[config.mk]
export PLATFORM = sky130hd
export DESIGN_NAME = aes_ecb_dec_framer
export DESIGN_NICKNAME = d
export VERILOG_FILES = /design/src/rtl/aes_ecb_pkg.sv /design/src/rtl/aes_blk_deser.sv /design/src/rtl/aes_ecb_dec_framer.sv
export SDC_FILE = /design/constraint.sdc
export NUM_CORES = 1
export LEC_CHECK = 0
export ABC_AREA = 1
export ABC_CLOCK_PERIOD_IN_PS = 2100
export CAP_MARGIN = 20
export CORE_AREA = 4 4 300 302
export DETAILED_ROUTE_END_ITERATION = 6
export DIE_AREA = 0 0 304 306
export RECOVER_POWER = 100
export SLEW_MARGIN = 5
export SYNTH_ARGS = -nofsm -noshare
export SYNTH_HDL_FRONTEND = slang
export SYNTH_SLANG_ARGS = --single-unit
[constraint.sdc]
create_clock -name clk -period 2.1 [get_ports clk]
set_clock_uncertainty 0.2 [all_clocks]
set_input_delay 0.42 -clock clk [delete_from_list [all_inputs] [get_ports clk]]
set_output_delay 0.42 -clock clk [all_outputs]
set_load 0.1 [all_outputs]
[src/rtl/aes_ecb_pkg.sv]
// Shared AES-128-ECB framer definitions (block/key types, framer FSM states).
// Used by both the decrypt-side and encrypt-side framers.
package aes_ecb_pkg;

  localparam int BLK_W = 128;
  localparam int KEY_W = 128;

  typedef logic [BLK_W-1:0] aes_blk_t;
  typedef logic [KEY_W-1:0] aes_key_t;

  typedef enum logic [1:0] {
    S_FILL = 2'd0,
    S_REQ  = 2'd1,
    S_WAIT = 2'd2,
    S_OUT  = 2'd3
  } state_e;

  // Number of input beats needed to build one cipher block.
  function automatic int beats_per_blk(input int blk_w, input int in_w);
    return blk_w / in_w;
  endfunction

endpackage

[src/rtl/aes_blk_deser.sv]
// Beat-to-block deserializer: shifts IN_W beats MSB-first into a BLK_W word.
// done_o marks the beat that completes a block; the counter wraps on that beat.
module aes_blk_deser
#(
  parameter int BLK_W = 128,
  parameter int IN_W  = 8
) (
  input  logic             clk,
  input  logic             rst_n,
  input  logic             clr_i,
  input  logic             en_i,
  input  logic [IN_W-1:0]  data_i,
  output logic [BLK_W-1:0] blk_o,
  output logic             first_o,
  output logic             done_o
);
  import aes_ecb_pkg::*;

  localparam int BEATS = beats_per_blk(BLK_W, IN_W);
  localparam int CNT_W = (BEATS > 1) ? $clog2(BEATS) : 1;
  localparam logic [CNT_W-1:0] LAST_BEAT = CNT_W'(BEATS - 1);

  logic [CNT_W-1:0] cnt_q, cnt_d;
  logic [BLK_W-1:0] sr_q, sr_d;

  always_comb begin
    cnt_d = cnt_q;
    sr_d  = sr_q;
    if (clr_i) begin
      cnt_d = '0;
      sr_d  = '0;
    end else if (en_i) begin
      sr_d  = (sr_q << IN_W) | BLK_W'(data_i);
      cnt_d = (cnt_q == LAST_BEAT) ? '0 : cnt_q + CNT_W'(1);
    end
  end

  always_ff @(posedge clk or negedge rst_n) begin
    if (!rst_n) begin
      cnt_q <= '0;
      sr_q  <= '0;
    end else begin
      cnt_q <= cnt_d;
      sr_q  <= sr_d;
    end
  end

  assign blk_o   = sr_q;
  assign first_o = (cnt_q == '0);
  assign done_o  = en_i && !clr_i && (cnt_q == LAST_BEAT);

endmodule

[src/rtl/aes_ecb_dec_framer.sv]
// AES-128-ECB receive framer: frames ciphertext beats into blocks, passes each to an
// external decrypt core over req/gnt, and reassembles plaintext into one message.
module aes_ecb_dec_framer
#(
  parameter int BLK_W    = aes_ecb_pkg::BLK_W,
  parameter int MSG_BLKS = 2,
  parameter int IN_W     = 8
) (
  input  logic                      clk,
  input  logic                      rst_n,
  input  logic [127:0]              key_i,
  input  logic                      in_valid_i,
  input  logic [IN_W-1:0]           in_data_i,
  output logic                      in_ready_o,
  output logic                      core_req_o,
  output logic [127:0]              core_key_o,
  output logic [BLK_W-1:0]          core_blk_o,
  input  logic                      core_gnt_i,
  input  logic                      core_rsp_i,
  input  logic [BLK_W-1:0]          core_pt_i,
  output logic                      out_valid_o,
  output logic [MSG_BLKS*BLK_W-1:0] out_data_o,
  input  logic                      out_ready_i,
  output logic                      err_o,
  input  logic                      flush_i
);
  import aes_ecb_pkg::*;

  localparam int BC_W = (MSG_BLKS > 1) ? $clog2(MSG_BLKS) : 1;
  localparam logic [BC_W-1:0] LAST_BLK = BC_W'(MSG_BLKS - 1);

  state_e           state_q, state_d;
  logic [127:0]     key_q, key_d;
  logic [BC_W-1:0]  blk_cnt_q, blk_cnt_d;
  logic [BLK_W-1:0] msg_q [MSG_BLKS];
  logic             err_q, err_d;
  logic             owed_q, owed_d;

  logic             beat_acc, beat_first, blk_done;
  logic [BLK_W-1:0] blk_sr;
  logic             rsp_take, rsp_drop, rsp_stray;

  assign beat_acc = in_valid_i && in_ready_o && !flush_i;

  aes_blk_deser #(
    .BLK_W (BLK_W),
    .IN_W  (IN_W)
  ) u_deser (
    .clk     (clk),
    .rst_n   (rst_n),
    .clr_i   (flush_i),
    .en_i    (beat_acc),
    .data_i  (in_data_i),
    .blk_o   (blk_sr),
    .first_o (beat_first),
    .done_o  (blk_done)
  );

  // owed_q: a request was handed to the core and then flushed, so its response is stale.
  assign rsp_drop  = core_rsp_i && owed_q;
  assign rsp_take  = core_rsp_i && !owed_q && (state_q == S_WAIT) && !flush_i;
  assign rsp_stray = core_rsp_i && !owed_q && (state_q != S_WAIT);

  always_ff @(posedge clk or negedge rst_n) begin
    if (!rst_n) begin
      state_q <= S_FILL;
    end else begin
      state_q <= state_d;
    end
  end

  always_comb begin
    state_d = state_q;
    if (flush_i) begin
      state_d = S_FILL;
    end else begin
      unique case (state_q)
        S_FILL: if (blk_done) state_d = S_REQ;
        S_REQ:  if (core_gnt_i) state_d = S_WAIT;
        S_WAIT: if (rsp_take) state_d = (blk_cnt_q == LAST_BLK) ? S_OUT : S_FILL;
        S_OUT:  if (out_ready_i) state_d = S_FILL;
        default: state_d = S_FILL;
      endcase
    end
  end

  always_comb begin
    in_ready_o  = 1'b0;
    core_req_o  = 1'b0;
    out_valid_o = 1'b0;
    unique case (state_q)
      S_FILL:  in_ready_o  = 1'b1;
      S_REQ:   core_req_o  = 1'b1;
      S_OUT:   out_valid_o = 1'b1;
      default: ;
    endcase
  end

  always_comb begin
    key_d     = key_q;
    blk_cnt_d = blk_cnt_q;
    err_d     = err_q | rsp_stray;
    owed_d    = owed_q;

    // The message key is taken only from the very first beat of a message.
    if (beat_acc && beat_first && (blk_cnt_q == '0)) begin
      key_d = key_i;
    end

    if (flush_i) begin
      blk_cnt_d = '0;
    end else if (rsp_take && (blk_cnt_q != LAST_BLK)) begin
      blk_cnt_d = blk_cnt_q + BC_W'(1);
    end else if ((state_q == S_OUT) && out_ready_i) begin
      blk_cnt_d = '0;
    end

    if (rsp_drop) begin
      owed_d = 1'b0;
    end
    if (flush_i && (((state_q == S_WAIT) && !(core_rsp_i && !owed_q)) ||
                    ((state_q == S_REQ) && core_gnt_i))) begin
      owed_d = 1'b1;
    end
  end

  always_ff @(posedge clk or negedge rst_n) begin
    if (!rst_n) begin
      key_q     <= '0;
      blk_cnt_q <= '0;
      err_q     <= 1'b0;
      owed_q    <= 1'b0;
    end else begin
      key_q     <= key_d;
      blk_cnt_q <= blk_cnt_d;
      err_q     <= err_d;
      owed_q    <= owed_d;
    end
  end

  always_ff @(posedge clk or negedge rst_n) begin
    if (!rst_n) begin
      for (int i = 0; i < MSG_BLKS; i++) begin
        msg_q[i] <= '0;
      end
    end else if (rsp_take) begin
      msg_q[blk_cnt_q] <= core_pt_i;
    end
  end

  // Slot 0 occupies the most significant block of the message.
  for (genvar gi = 0; gi < MSG_BLKS; gi++) begin : g_slot
    assign out_data_o[(MSG_BLKS-1-gi)*BLK_W +: BLK_W] = msg_q[gi];
  end

  assign core_key_o = key_q;
  assign core_blk_o = blk_sr;
  assign err_o      = err_q;

endmodule

==> out/qor.txt, run 1 <==
CP Class - reg -> out
Non-filler instance count after layout - 4,043
Synth top area share - 0.668
Cell mode on critical path - inv_2
Mux cell area share after synthesis - 0
Core area - 0.0877 mm2
Placed Cells - 3,916
Largest family of logic cells by synthesized area - compound AO/OA/AOI/OAI gates
Yosys Warn Count - 0
Netlist cell types - 25
Syn nets - 2,260
Area leader, netlist - dfrtp_1
H-tree depth - 2
Critical path's slowest cell - dfrtp_2
Residual DRC - 0
MaxCap Viol Count - 0
Pre-CTS setup slack - -0.225 ns
Slew Viols, Final - 0
M2 GR Usage - 0.267
Hold path startpoint - key_i[113]
GR Util All Layers - 0.155
Setup crit start kind - flip-flop
First-pass DRT Iterations - 4
Combinational power share - 0.553
Worst VDD drop - 1020 uV
Layout cells sized above 1 - 0.251
Met3 usage - 0.0615
Sw Ratio - 0.559
Period Utilization, post-route - 0.989
Hold depth - 3
Worst Reg-to-Reg Cells - 10
Routed wire length - 77,100 um
Chip Width - 304 um
Most frequent cells in the layout - 519 x dfrtp_1, 510 x clkbuf_4, 406 x nand2_1
Cell Rows - 109
CTS Buf Count - 60
Worst hold-check path type - in -> reg
Lkg Pwr - 14.6 nW
Synth Area in Adders - 0.00128
Clock Power Share - 0.185
Skew-Pair Late Insertion Delay - 0.61 ns
Clock transition at path regs - 0.06 ns
Xor and xnor area share after synthesis - 0
Critical Path AT - 1.46 ns
Met1 usage - 0.180
DR vias/cell - 4.13
Post-synthesis compound-gate area fraction - 0.143
Die footprint - 0.0930 mm2
Final Hold Vio Count - 0
Worst-path cell chain - inv_2 > nand2_4 > inv_2 > buf_12
R2R Path End - out_data_o[115]$_DFFE_PN0P_
R2R Setup Slk - 0.03 ns
# clock sinks - 521
Number of antenna violations at the first check in global routing - 5
Final HPWL DP - 58,500 um
Register bit total from synthesis - 521
Placed cell area - 0.0346 mm2
Die height - 306 um
Max-slew headroom - 0.391
Status - completed
Antenna Nets Post-Route - 0
Simple-Gate Fraction of Synth Area - 0.0866
Synth Instances - 1,987
FF-to-FF Start - state_q[0]$_DFFE_PN0P_
Synthesized area - 0.0195 mm2
First-pass GRT wire length - 112,000 um
Total grt overflow - 0
Number of top-level pins - 787
Layout area overhead - 54.6%
Endpoint class of the critical path - primary output
Vias in the first global route - 17,100
Drt wl/cell - 19.1 um
Most used routing layer - met2
Syn avg cell area - 9.82 um2
IO Port Bufs - 786
Via count - 16,700
Min Clock Period, post-route - 2.08 ns
Finished Core Util - 0.344
Hold Path End - core_key_o[113]$_DFFE_PN0P_
Internal power - 0.0242 W
Routability cong. - 0.839
Cell Pwr Density - 1820 mW/mm2
# setup viols final - 0
Critical path required time - 1.48 ns
Setup ws final - 0.0237 ns
Seq/Total Area, Yosys - 0.668
CTS tree - yes
RSZ-0062 raised after global routing - true
Finished Cell Area - 0.0302 mm2
Largest net degree at the start of global routing - 69
Commonest non-fill, non-tap cell in the layout - dfrtp_1
Initial Util - 0.222
Switching power - 0.0306 W
CP Max Fanout - 5
Critical Path Max Stage Delay - 0.45 ns
Fraction of power consumed by sequential logic - 0.262
Deepest clock path buffer count - 3
Top cells by area, synth - dfrtp_1 67%, nand2_1 7.9%, inv_1 7.5%
Root Driver - clkbuf_16
Total power - 0.0548 W
Worst slew pin tran - 0.914 ns
Iteration-0 DRC Markers - 970
Fmax - 482 MHz
Layout Nets - 3,109
-- Yosys cell counts --
cell type and instances:
o21bai_1 2, nand2_1 411, o22ai_1 112, inv_1 388, nand4_1 1, nand2_2 1
a21oi_1 1, o32ai_1 1, nor3_2 2, o21ai_0 277, o21ai_1 130, clkbuf_1 48
ha_1 2, nor2_1 5, buf_1 7, inv_2 1, buf_2 49, buf_4 8
nor3_1 1, dfrtp_1 521, o211ai_1 2, clkinv_1 1, nor2_4 1, nand3_1 14
nand3_2 1
-- worst max-delay path, delay by kind of cell (launching register included) --
| family | cells | cell delay [ns] |
|---|---|---|
| flops | 1 | 0.45 |
| buf+inv | 3 | 0.33 |
| simple gates | 1 | 0.06 |
-- per-stage QoR --
step	TNS, ns	hold slack (ns)
after global placement	-61.39	0.122
after detailed placement	-64.26	0.125
after floorplan	-0.128	-0.0756
after global routing	-3.51	0.134
after CTS	-0.0491	0.0335
final	0	0.166
-- metal layers --
layer | part of all wire | vias up | wire, um
met5 | 0.00040 | - | 31
met4 | 0.034 | 6 | 2590
met3 | 0.087 | 130 | 6740
met2 | 0.49 | 560 | 37600
met1 | 0.39 | 8045 | 30100
li1 | - | 7958 | -
-- flip-flops by register name, indices dropped and copies added, names as in the netlist --
name / flops
out_data_o: 256
u_deser.blk_o: 128
blk_cnt_q: 1
u_deser.cnt_q: 4
owed_q: 1
state_q: 2
core_key_o: 128
err_o: 1
-- worst max-delay path by stage --
stage                                      start                          end  slack (ns)
after detailed placement              core_rsp_i  out_data_o[105]$_DFFE_PN0P_       -0.22
after global routing      state_q[1]$_DFFE_PN0P_                   core_req_o       -0.07
final                     state_q[1]$_DFFE_PN0P_                   core_req_o        0.02
after CTS                 state_q[1]$_DFFE_PN0P_                   core_req_o       -0.04
after global placement                   flush_i  out_data_o[144]$_DFFE_PN0P_       -0.21
after floorplan           state_q[0]$_DFFE_PN0P_  core_key_o[117]$_DFFE_PN0P_       -0.02
-- final cells by class --
type                    count  area, um2
diodes                      1       2.50
clock buffers              93       1760
clock inverters            10        129
fillers                  8969      57500
inverters                 390       1460
multi-input cells         965       4580
flip-flops and latches    521      13000
well taps                1165       1460
repair buffers            898       7720
-- power by group through the flow --
stage / logic, W / registers (W) / clock network (W)
final: 0.0303 / 0.0143 / 0.0101
after global routing: 0.0314 / 0.0147 / 0.0109
after CTS: 0.0375 / 0.0159 / 0.0105
after detailed placement: 0.0373 / 0.0160 / 0
after global placement: 0.0372 / 0.0159 / 0
after floorplan: 0.00354 / 0.0337 / 0
-- repair_timing --
action	CTS	global route
hold endpoints to repair	359	0
setup buffers	6	9
hold buffers	1	0
pin swaps	1	0
gates cloned	0	8
resized for setup	5	51
setup endpoints to repair	3	130
-- kinds of logic (layout without fill, tap and decap cells) --
kind of cell | Yosys count | in the layout
flops | 521 | 521
other cells | 0 | 1
compound gates | 525 | 525
fa+ha+maj | 2 | 2
buf+inv | 502 | 1391
simple gates | 437 | 438
No activity file was read; power rests on OpenSTA's default activity.
==> inputs of run 2 (changes only) <==
--- a/config.mk
+++ b/config.mk
@@ -5,12 +5,11 @@
 export SDC_FILE = /design/constraint.sdc
 export NUM_CORES = 1
 export LEC_CHECK = 0
-export ABC_AREA = 1
 export ABC_CLOCK_PERIOD_IN_PS = 2100
 export CAP_MARGIN = 20
-export CORE_AREA = 4 4 300 302
+export CORE_AREA = 2 2 305 307
 export DETAILED_ROUTE_END_ITERATION = 6
-export DIE_AREA = 0 0 304 306
+export DIE_AREA = 0 0 307 309
 export RECOVER_POWER = 100
 export SLEW_MARGIN = 5
 export SYNTH_ARGS = -nofsm -noshare
==> out/qor.txt, run 2 <==
Core area - 0.0914 mm2
Critical Path Max Stage Delay - 0.39 ns
Seq/Total Area, Yosys - 0.663
Critical path required time - 2.41 ns
DR vias/cell - 4.18
CP Class - reg -> reg
Drt wl/cell - 20.1 um
# setup viols final - 273
Top Family by Delay on Critical Path - buffers and inverters
Met3 WL - 6270 um
CP Max Fanout - 9
Syn avg cell area - 13.8 um2
Via count - 14,800
GR Util All Layers - 0.140
Highest routed layer - met4
Cell count along the critical path - 8
Critical Path AT - 2.54 ns
Most frequently used flop master after synthesis - dfrtp_1
Status - finished, violations left
Top-count cell post-synth - dfrtp_1
Top cells by area, synth - dfrtp_1 66%, mux2_2 22%, nand2_1 5.0%
Root Driver - clkbuf_16
Placed cell area - 0.0348 mm2
Largest net degree at the start of global routing - 138
Clock transition at path regs - 0.06 ns
Chip Width - 307 um
IO Port Bufs - 786
Met2 wire len - 36,200 um
CTS Buf Count - 58
Fmax - 448 MHz
Cell Pwr Density - 851 mW/mm2
Most frequent cells in the layout - 524 x buf_12, 521 x dfrtp_1, 384 x mux2_2
H-tree depth - 2
Period Utilization, post-route - 1.06
Crit path buf inv count - 5
Setup TNS - -17.32 ns
Setup crit start kind - flip-flop
Worst VDD drop - 813 uV
Lkg Pwr - 16.6 nW
# clock sinks - 521
Final HPWL DP - 54,100 um
Worst slew pin tran - 1.13 ns
Routed wire length - 70,900 um
Post-synth top cells - 521 x dfrtp_1, 384 x mux2_2, 264 x nand2_1
Antenna Nets Post-Route - 0
Routability cong. - 0.817
Netlist cell types - 29
Critical path's slowest cell - dfrtp_1
Cell mode on critical path - buf_4
Layout Nets - 2,571
Synth top area share - 0.663
Die height - 309 um
CTS tree - yes
Die footprint - 0.0949 mm2
Fraction of power consumed by sequential logic - 0.363
Endpoint class of the critical path - flip-flop
Ys async rst share - 1.00
Max-slew headroom - 0.247
Post-synth EDFFs - 0
Final Hold Vio Count - 0
Layout area overhead - 88.3%
Sw Ratio - 0.347
Initial Util - 0.215
Deepest clock path buffer count - 3
Worst-path cell chain - buf_4 > buf_4 > nor3b_4 > nand4_1 > buf_6 > buf_16 > clkbuf_16 > mux2_2
Critical path origin - state_q[1]$_DFFE_PN0P_
Combinational power share - 0.304
Slew Viols, Final - 0
First-pass GRT wire length - 102,000 um
Synth Instances - 1,427
Vias in the first global route - 16,000
Crit path to - core_key_o[19]$_DFFE_PN0P_
Skew-Pair Late Insertion Delay - 0.61 ns
Pre-CTS setup slack - -0.331 ns
FILL cells - 8,348
Clock Power Share - 0.333
Worst Reg-to-Reg Cells - 8
Syn nets - 1,700
Failing checks - setup timing
MaxCap Viol Count - 0
R2R Path End - core_key_o[19]$_DFFE_PN0P_
First-pass DRT Iterations - 4
Finished Core Util - 0.405
Register bit total from synthesis - 521
Synthesized area - 0.0197 mm2
Residual DRC - 0
RSZ-0062 raised after global routing - true
Cell Rows - 111
Setup ws final - -0.130 ns
Hold slack - 0.0378 ns
Area leader, netlist - dfrtp_1
R2R Setup Slk - -0.13 ns
Commonest non-fill, non-tap cell in the layout - buf_12
Finished Cell Area - 0.0370 mm2
Switching power - 0.0110 W
Worst hold-check path type - in -> async
FF-to-FF Start - state_q[1]$_DFFE_PN0P_
Min Clock Period, post-route - 2.23 ns
Max reg flops - 256
Internal power - 0.0206 W
M1 wire length - 26,000 um
Number of top-level pins - 787
Layout cells sized above 1 - 0.472
Number of antenna violations at the first check in global routing - 4
Yosys Warn Count - 0
Iteration-0 DRC Markers - 775
Total grt overflow - 0
==> run 2: how the worst min path moves through the flow <==
stage	startpoint	to	slack [ns]	depth (start not counted)
final	rst_n	out_data_o[88]$_DFFE_PN0P_	0.04	2
after global routing	rst_n	out_data_o[88]$_DFFE_PN0P_	0.02	2
after CTS	rst_n	out_data_o[88]$_DFFE_PN0P_	0.01	2
after detailed placement	rst_n	out_data_o[88]$_DFFE_PN0P_	0.1	1
after global placement	rst_n	out_data_o[88]$_DFFE_PN0P_	0.09	1
after floorplan	rst_n	blk_cnt_q$_DFFE_PN0P_	-0.08	0
==> run 2: area by class of cell <==
class                   count  area, um2  share of cell area
diodes                      1       2.50           0.0000676
clock buffers              87       1740              0.0470
clock inverters            18        243             0.00655
inverters                   3       13.8            0.000372
multi-input cells         816       6250               0.169
flip-flops and latches    521      13000               0.352
well taps                1186       1480              0.0401
repair buffers            898      14300               0.385
==> run 2: per-layer routing <==
layer,track usage,vias to the layer above
met1,0.154,7372
met2,0.248,646
met3,0.0499,132
met5,0,-
li1,-,6613
met4,0.0520,0
==> run 2: power by group through the flow <==
stage / clock network, W / logic, W / registers [W]
2_1_floorplan: 0 / 0.000802 / 0.0159
6_report: 0.0105 / 0.00958 / 0.0115
3_3_place_gp: 0 / 0.00948 / 0.0116
5_1_grt: 0.0112 / 0.00984 / 0.0115
4_1_cts: 0.0108 / 0.00958 / 0.0114
3_5_place_dp: 0 / 0.00956 / 0.0116
==> run 2: timing repair <==
action / in CTS / in global routing
gates resized for setup: 10 / 23
hold buffers: 2 / 0
endpoints found under the setup margin: 3 / 456
cloned: 0 / 8
pin swaps: 4 / 2
endpoints found under the hold margin: 340 / 0
buffers inserted: 8 / 2
==> run 2: cell families after synthesis <==
kind of cell / count (synthesis) / share of synthesized area
AOI/OAI and AO/OA: 144 / 0.0376
xor gates and xnor gates: 2 / 0.000891
adders and majority gates: 2 / 0.00127
buffers and inverters: 90 / 0.0209
DFF: 521 / 0.663
muxes: 384 / 0.220
and+or+nand+nor: 284 / 0.0566
==> run 2: worst register-to-register path, delay by kind of cell (launching register included) <==
family	cells	cell delay, ns
buf+inv	5	0.87
flops	1	0.39
mux	1	0.27
simple gates	2	0.39
==> run 2: stage by stage <==
step	total power (W)	cells
final	0.0315	3530
after detailed placement	0.0212	3404
after CTS	0.0318	3519
after floorplan	0.0167	1427
after global placement	0.0211	3404
after global routing	0.0326	3530
